<file path="src/rtl/ex_div_seq_if.sv">
// Handshake and operand bundle between the EX stage and the iterative divider.
interface ex_div_seq_if;
    localparam int unsigned XLEN = 32;

    logic              start_ex;
    logic [1:0]        div_op_ex;
    logic [XLEN-1:0]   rs1_sel;
    logic [XLEN-1:0]   rs2_sel;
    logic              hold_ex;
    logic              abort;
    logic              div_stall;
    logic              div_done;
    logic [XLEN-1:0]   div_result;

    modport master (
        output start_ex, div_op_ex, rs1_sel, rs2_sel, hold_ex, abort,
        input  div_stall, div_done, div_result
    );

    modport slave (
        input  start_ex, div_op_ex, rs1_sel, rs2_sel, hold_ex, abort,
        output div_stall, div_done, div_result
    );
endinterface

</file>
<file path="src/rtl/ex_div_seq.sv">
// RV32M DIV/DIVU/REM/REMU sequencer: restoring shift-subtract, one quotient bit
// per cycle, stalling EX while it iterates and presenting a one-cycle result.
module ex_div_seq (
    input  logic        clk,
    input  logic        rst_n,
    ex_div_seq_if.slave div_if
);
    localparam int unsigned XLEN  = 32;
    localparam int unsigned CNT_W = $clog2(XLEN);

    typedef enum logic [1:0] {
        S_IDLE = 2'd0,
        S_CALC = 2'd1,
        S_DONE = 2'd2
    } state_t;

    state_t            state_q, state_d;
    logic [CNT_W-1:0]  cnt_q, cnt_d;
    logic [XLEN-1:0]   rem_q, rem_d;
    logic [XLEN-1:0]   quo_q, quo_d;
    logic [XLEN-1:0]   dvs_q, dvs_d;
    logic              neg_quo_q, neg_quo_d;
    logic              neg_rem_q, neg_rem_d;
    logic              is_rem_q, is_rem_d;
    logic [XLEN-1:0]   result_q, result_d;

    logic              stall_c;
    logic              is_signed_c;
    logic [XLEN-1:0]   mag_a_c, mag_b_c;
    logic [XLEN:0]     trial_c;
    logic              q_bit_c;
    logic [XLEN-1:0]   rem_nx_c, quo_nx_c;

    // State and datapath registers
    always_ff @(posedge clk or negedge rst_n) begin
        if (!rst_n) begin
            state_q   <= S_IDLE;
            cnt_q     <= '0;
            rem_q     <= '0;
            quo_q     <= '0;
            dvs_q     <= '0;
            neg_quo_q <= 1'b0;
            neg_rem_q <= 1'b0;
            is_rem_q  <= 1'b0;
            result_q  <= '0;
        end else begin
            state_q   <= state_d;
            cnt_q     <= cnt_d;
            rem_q     <= rem_d;
            quo_q     <= quo_d;
            dvs_q     <= dvs_d;
            neg_quo_q <= neg_quo_d;
            neg_rem_q <= neg_rem_d;
            is_rem_q  <= is_rem_d;
            result_q  <= result_d;
        end
    end

    // Next-state, iteration step and stall request
    always_comb begin
        state_d   = state_q;
        cnt_d     = cnt_q;
        rem_d     = rem_q;
        quo_d     = quo_q;
        dvs_d     = dvs_q;
        neg_quo_d = neg_quo_q;
        neg_rem_d = neg_rem_q;
        is_rem_d  = is_rem_q;
        result_d  = result_q;
        stall_c   = 1'b0;

        is_signed_c = ~div_if.div_op_ex[0];
        mag_a_c = (is_signed_c && div_if.rs1_sel[XLEN-1]) ? XLEN'(-div_if.rs1_sel) : div_if.rs1_sel;
        mag_b_c = (is_signed_c && div_if.rs2_sel[XLEN-1]) ? XLEN'(-div_if.rs2_sel) : div_if.rs2_sel;

        // Restoring step: the partial remainder never reaches the divisor, so the difference fits XLEN bits
        trial_c  = {rem_q, quo_q[XLEN-1]};
        q_bit_c  = (trial_c >= {1'b0, dvs_q});
        rem_nx_c = q_bit_c ? XLEN'(trial_c - {1'b0, dvs_q}) : trial_c[XLEN-1:0];
        quo_nx_c = {quo_q[XLEN-2:0], q_bit_c};

        case (state_q)
            S_IDLE: begin
                if (div_if.start_ex && !div_if.abort) begin
                    stall_c   = 1'b1;
                    is_rem_d  = div_if.div_op_ex[1];
                    neg_quo_d = is_signed_c & (div_if.rs1_sel[XLEN-1] ^ div_if.rs2_sel[XLEN-1]);
                    neg_rem_d = is_signed_c & div_if.rs1_sel[XLEN-1];
                    dvs_d     = mag_b_c;
                    quo_d     = mag_a_c;
                    rem_d     = '0;
                    cnt_d     = '0;
                    if (div_if.rs2_sel == '0) begin
                        result_d = div_if.div_op_ex[1] ? div_if.rs1_sel : '1;
                        state_d  = S_DONE;
                    end else if (is_signed_c && (div_if.rs1_sel == 32'h8000_0000) &&
                                 (div_if.rs2_sel == 32'hFFFF_FFFF)) begin
                        result_d = div_if.div_op_ex[1] ? '0 : 32'h8000_0000;
                        state_d  = S_DONE;
                    end else begin
                        state_d  = S_CALC;
                    end
                end
            end
            S_CALC: begin
                stall_c = 1'b1;
                rem_d   = rem_nx_c;
                quo_d   = quo_nx_c;
                cnt_d   = cnt_q + CNT_W'(1);
                if (cnt_q == CNT_W'(XLEN - 1)) begin
                    state_d = S_DONE;
                    if (is_rem_q) result_d = neg_rem_q ? XLEN'(-rem_nx_c) : rem_nx_c;
                    else          result_d = neg_quo_q ? XLEN'(-quo_nx_c) : quo_nx_c;
                end
            end
            S_DONE: begin
                if (!div_if.hold_ex) begin
                    state_d  = S_IDLE;
                    result_d = '0;
                end
            end
            default: begin
                state_d  = S_IDLE;
                result_d = '0;
            end
        endcase

        // Flush wins over everything, including a start in the same cycle
        if (div_if.abort) begin
            state_d  = S_IDLE;
            result_d = '0;
        end
    end

    assign div_if.div_stall  = stall_c;
    assign div_if.div_done   = (state_q == S_DONE);
    assign div_if.div_result = result_q;

endmodule

</file>
<file path="src/flat_wrapper.sv">
// flat-port wrapper written by rule: the top's interface ports become plain ports
module ex_div_seq_flat 
  (clk, rst_n, div_if_start_ex, div_if_div_op_ex, div_if_rs1_sel, div_if_rs2_sel, div_if_hold_ex, div_if_abort, div_if_div_stall, div_if_div_done, div_if_div_result);
  ex_div_seq_if div_if_i ();
  input  logic clk;
  input  logic rst_n;
  input wire logic [$bits(div_if_i.start_ex)-1:0] div_if_start_ex;
  input wire logic [$bits(div_if_i.div_op_ex)-1:0] div_if_div_op_ex;
  input wire logic [$bits(div_if_i.rs1_sel)-1:0] div_if_rs1_sel;
  input wire logic [$bits(div_if_i.rs2_sel)-1:0] div_if_rs2_sel;
  input wire logic [$bits(div_if_i.hold_ex)-1:0] div_if_hold_ex;
  input wire logic [$bits(div_if_i.abort)-1:0] div_if_abort;
  output wire logic [$bits(div_if_i.div_stall)-1:0] div_if_div_stall;
  output wire logic [$bits(div_if_i.div_done)-1:0] div_if_div_done;
  output wire logic [$bits(div_if_i.div_result)-1:0] div_if_div_result;
  assign div_if_i.start_ex = div_if_start_ex;
  assign div_if_i.div_op_ex = div_if_div_op_ex;
  assign div_if_i.rs1_sel = div_if_rs1_sel;
  assign div_if_i.rs2_sel = div_if_rs2_sel;
  assign div_if_i.hold_ex = div_if_hold_ex;
  assign div_if_i.abort = div_if_abort;
  assign div_if_div_stall = div_if_i.div_stall;
  assign div_if_div_done = div_if_i.div_done;
  assign div_if_div_result = div_if_i.div_result;
  ex_div_seq u_core (.clk(clk), .rst_n(rst_n), .div_if(div_if_i));
endmodule
</file>
<file path="config.mk">
export PLATFORM = sky130hd
export DESIGN_NAME = ex_div_seq_flat
export DESIGN_NICKNAME = d
export VERILOG_FILES = /design/src/rtl/ex_div_seq_if.sv /design/src/rtl/ex_div_seq.sv /design/src/flat_wrapper.sv
export SDC_FILE = /design/constraint.sdc
export NUM_CORES = 1
export LEC_CHECK = 0
export CAP_MARGIN = 5
export CORE_MARGIN = 8
export CORE_UTILIZATION = 54
export DETAILED_ROUTE_END_ITERATION = 8
export HOLD_SLACK_MARGIN = 0.05
export PLACE_DENSITY = 0.86
export SLEW_MARGIN = 0
export SYNTH_ARGS = -nofsm -noshare
export SYNTH_HDL_FRONTEND = slang
export SYNTH_SLANG_ARGS = --single-unit
</file>
<file path="constraint.sdc">
create_clock -name clk -period 5.9 [get_ports clk]
set_clock_uncertainty 0.2 [all_clocks]
set_input_delay 1.18 -clock clk [delete_from_list [all_inputs] [get_ports clk]]
set_output_delay 1.18 -clock clk [all_outputs]
set_load 0.03 [all_outputs]
</file>
# Word level (Yosys, flattened, before mapping)
# Cells that the tools add are included.
# word_totals
in_bits,71
wordCells,73
ff_bits,138
out_inout_bits,34
# op_classes
n_bitwise,4
reduce_logical,13
muxes,30
n_addsub,6
order_cmp,1
eq_ne,10
# ops
op,n
$mux W32,16
$neg A32 Y32,4
$pmux W32 S2,2
$pmux W32 S3,1
$eq A32 B32 Y1 const B,2
$ge A33 B32 Y1,1
$logic_not A32 Y1,1
$sub A32 B32 Y32,1
$mux W2,6
$pmux W5 S2,1
$ne A3 B2 Y1 const B,2
$pmux W2 S3,1
$add A5 B1 Y5 const B,1
$eq A5 B5 Y1 const B,1
$logic_and A1 B1 Y1,5
$mux W5,1
$ne A4 B2 Y1 const B,1
$reduce_and A2 Y1,2
$reduce_and A4 Y1,1
$ne A3 B3 Y1 const B,1
$reduce_and A3 Y1,1
$and A1 B1 Y1,2
$eq A2 B1 Y1 const B,1
$eq A2 B2 Y1 const B,1
8 further kinds,8

# Depth between registers and ports, before layout
# logic_depth
word_depth,8
depth_mapped,25
mapped_depth_nobuf,20

# Least setup slack after synthesis
# OpenSTA, ideal clock, no wires.
# synth_timing
kind,register to register
startpoint,register u_core.rem_q[5]
endpoint,"register u_core.result_q[28], in the netlist u_core.div_if.div_result[28]"
setup_slack_ns,0.234
arrival_time_ns,5.371
stages_incl_launch_ff,24
setup_time_ns,0.095
t_required_ns,5.605
cell_sequence,dfrtp_1 -> ha_1 -> buf_6 -> a21o_1 -> a31o_1 -> nor2b_4 -> or2_4 -> o311ai_4 -> nand2_2 -> buf_6 -> inv_1 -> buf_2 -> buf_1 -> ha_1 -> inv_1 -> or4_1 -> or3b_2 -> or3_1 -> o21ai_0 -> xor2_1 -> o211a_1 -> nand3_1 -> mux2i_1 -> nor4b_2
# synth_between
elab_chain_len,8
elab_cells_between_ends,11
classes_between,3 x add/sub; 1 x order compare; 7 x mux
# synth_lines
element,line_no,source
"start, declared",ex_div_seq.sv:19,"logic [XLEN-1:0] rem_q, rem_d;"
"start signal, assigned",ex_div_seq.sv:49,rem_q <= rem_d;
$sub A32 B32 Y32 or $ge A33 B32 Y1 (tied branches),"ex_div_seq.sv:79, ex_div_seq.sv:78",
$mux W32,ex_div_seq.sv:79,"rem_nx_c = q_bit_c ? XLEN'(trial_c - {1'b0, dvs_q}) : trial_c[XLEN-1:0];"
$neg A32 Y32,ex_div_seq.sv:112,if (is_rem_q) result_d = neg_rem_q ? XLEN'(-rem_nx_c) : rem_nx_c;
$mux W32,ex_div_seq.sv:112,
$mux W32 *,ex_div_seq.sv:112,
$mux W32 *,ex_div_seq.sv:110,if (cnt_q == CNT_W'(XLEN - 1)) begin
$pmux W32 S3 *,ex_div_seq.sv:82,case (state_q)
$mux W32 *,ex_div_seq.sv:129,if (div_if.abort) begin
"end signal, assigned",ex_div_seq.sv:55,result_q <= result_d;
"end, declared",ex_div_seq.sv:25,"logic [XLEN-1:0] result_q, result_d;"
# Mark *: on every way between the ends. The rest lies on a longest branch, timed or not. The select of a mux whose other input is x is not followed.
# A chain may end at the register's enable or synchronous reset.

# Worst setup path after layout
# layout_timing
startpoint,register u_core.rem_q[3]
endpoint,"register u_core.result_q[28], in the netlist u_core.div_if.div_result[28]"
# Same word-level chain as after synthesis.

==> results.tsv <==
stage	metric	value	unit
synthesis	avgSynthCellArea	7.89	µm²
floorplanning	initial_utilization	54.2	%
layout	nets	1654	
global_route	grt_max_degree	98	
synthesis	ys_seq_area_share	29.5	%
synthesis	syn_nets	1593	
clocking	worst_skew_pair.late_latency	0.43	ns
outcome	outcome	finished, final reports clean	
power	vdd_drop_max	0.315	mV
drt	drc	0	
timing	maxSlewViolCount	0	
clocking	cts_sinks	138	
global_route	grt_use_met3	6.02	%
floorplanning	fp.dieH	163	µm
clocking	cts.clk_slew.worst_paths	0.06	ns
global_route	grt_pass1_vias	11400	
setup_path	critPathMaxFanout	7	
synthesis	yosys_warnings	0	
synthesis	yosysTopAreaCellShare	29.5	%
global_route	met2_usage	44.8	%
layout	ff_latch_area	3450	µm²
drt	wl_per_cell	20.4	µm
placed_design	gp_congestion	0.934	
power	power.leakage	5.47	nW
layout	final_cells	1835	
job	drv_cap	0	
layout	antenna_cells	0	
synthesis	ys_ff_latch	138	
clocking	cts_made_buffers	17	
clocking	cts_tree	built	
global_route	globalRouteMet1Util	35.5	%
layout	mostFrequentLayoutCells	o21ai_0, nand2_1, dfrtp_1	
power	powerDensity	512	nW/µm²
timing	min_period_over_period	92.9	%
timing	tightest_slew	1.22	ns
setup_path	arrival	5.61	ns
clocking	h-tree-depth	4	
global_route	grt_pass1_wl	59.8	mm
timing	finalCriticalPeriod	5.48	ns
timing	setup_violations	0	
layout	drive_gt1_share	5.59	%
layout	mostFrequentLayoutCell	o21ai_0	
setup_path	worst_setup_path_start_kind	register	
clocking	root_buffer	clkbuf_16	
synthesis	syn_area	11700	µm²
timing	fmax	182	MHz
drt	drt-vias-per-instance	6.59	
floorplanning	num_rows	54	
synthesis	synth_ff_type	dfrtp_1	
setup_path	endpoint_kind	register	
synthesis	async_flop_share	100	%
floorplanning	core-area	21600	µm²
drt	wl	37.5	mm
timing	hold_viol	0	
clocking	hold_buffers	0	
synthesis	synth_edf_count	0	
setup_path	critical_path_required	6.03	ns
hold_path	hp-class	register to register	
global_route	overflow	0	
global_route	grt_antenna_before_repair	0	
floorplanning	ios	105	
global_route	grt_usage	28.0	%
clocking	clock_path_buffers	2	
synthesis	syn_inst	1482	
synthesis	netlist_top_cells_area	dfrtp_1, o21ai_0, xnor2_1	
timing	rsz0062_at_grt	no	
drt	drt_pass1_iterations	6	
global_route	top_usage_layer	met2	
floorplanning	die_area	26600	µm²
floorplanning	die_x	163	µm
drt	vias	12100	
layout	fill_cells	1827	
layout	synthToLayoutAreaGrowth	15.8	%
placed_design	post-place-cells	1804	
timing	fin_tns_setup	0	ns
placed_design	portBuffers	104	
placed_design	dp_hpwl	27.8	mm
timing	relSlewSlack	18.4	%
layout	multi_input_area	7690	µm²
synthesis	yosysTopAreaCell	dfrtp_1	
drt	ant_nets	0	
drt	initialDrtViolationCount	1442	
synthesis	yosysUniqueCellTypes	86	
power	total_power	6.93	mW
setup_path	critical_path_class	register to register	
==> metrics by stage <==
step | cell area, µm² | setup slack (ns) | utilization [%] | hold WS [ns]
2_1_floorplan | 11700 | 0.234 | - | 0.250
3_3_place_gp | 12900 | 0.211 | 60.0 | 0.268
3_5_place_dp | 12900 | 0.175 | 60.0 | 0.270
4_1_cts | 13500 | 0.463 | 62.8 | 0.284
5_1_grt | 13500 | 0.141 | 62.8 | 0.314
6_report | 13500 | 0.419 | 62.8 | 0.278
==> Yosys cell counts (all sizes together), types with 29 or more instances <==
master  count
mux2i      29
a22oi      31
o21ai     200
nor3       36
nand2     153
xor2       56
nor2      117
dfrtp     138
a21oi      73
clkbuf     67
xnor2      67
ha         39
inv        60
==> final timing paths <==
check	start	cells after the start	endpoint	slack (ns)
setup reg to reg	u_core.rem_q[3]$_DFFE_PN0P_	19	u_core.div_if.div_result[28]$_DFFE_PN0P_	0.42
hold / removal	u_core.dvs_q[30]$_DFFE_PN0P_	2	u_core.dvs_q[30]$_DFFE_PN0P_	0.28
min in group asynchronous	rst_n	1	u_core.dvs_q[1]$_DFFE_PN0P_	0.66
setup / recovery	u_core.rem_q[3]$_DFFE_PN0P_	19	u_core.div_if.div_result[28]$_DFFE_PN0P_	0.42
max in group asynchronous	rst_n	2	u_core.quo_q[15]$_DFFE_PN0P_	3.71
hold reg to reg	u_core.dvs_q[30]$_DFFE_PN0P_	2	u_core.dvs_q[30]$_DFFE_PN0P_	0.28
==> area by class of cell <==
class                      count  share of cell area, %
sequential                   138                   25.5
multi-input combinational   1200                   56.8
inverter                      61                   1.69
tap                          280                   2.59
timing repair buffer         125                   8.96
clock buffer                  17                   3.14
clock inverter                14                   1.29
==> state kept, by name, indices dropped and copies added (netlist names) <==
signal / cells
u_core.cnt_q: 5
u_core.div_if.div_result: 32
u_core.dvs_q: 32
u_core.is_rem_q: 1
u_core.neg_quo_q: 1
u_core.neg_rem_q: 1
u_core.quo_q: 32
u_core.rem_q: 32
u_core.state_q: 2
==> critical path, cell delays in order (launching register included) <==
cell and delay [ns]:
dfrtp_1 0.43, ha_1 0.40, a21o_1 0.24, a31oi_2 0.25, a211oi_1 0.17, or2_4 0.28
o311ai_4 0.28, nand2_2 0.09, inv_1 0.17, ha_1 0.27, inv_1 0.09, or4_1 0.55
or3b_2 0.53, or3_1 0.39, o21ai_0 0.21, xor2_1 0.11, o211a_1 0.25, nand3_1 0.09
mux2i_1 0.10, nor4b_2 0.28
==> routing by layer <==
metal	up-vias	wire (µm)
li1	5606	-
met1	5703	15100
met2	641	17300
met3	136	3160
met4	0	1860
met5	-	0
==> logic make-up after synthesis <==
group	Yosys count	share of synthesized area (%)
AO/OA/AOI/OAI	509	28.1
AND/OR/NAND/NOR	495	21.0
buffers and inverters	144	4.90
flip-flops	138	29.5
XOR/XNOR	123	9.22
adder cells (fa/ha/maj)	40	4.35
multiplexers	33	2.90
==> where the power goes <==
group | switching [mW] | internal [mW] | total (mW)
registers | 0.305 | 1.17 | 1.48
clock network | 0.440 | 0.663 | 1.10
logic | 2.74 | 1.61 | 4.35
total | 3.48 | 3.45 | 6.93
==> repair_timing <==
item / 4_1_cts / 5_1_grt
gates resized for setup: 0 / 1
buffers inserted: 0 / 0
endpoints found under the setup margin: 0 / 1
Power figures use the tool's default switching activity.
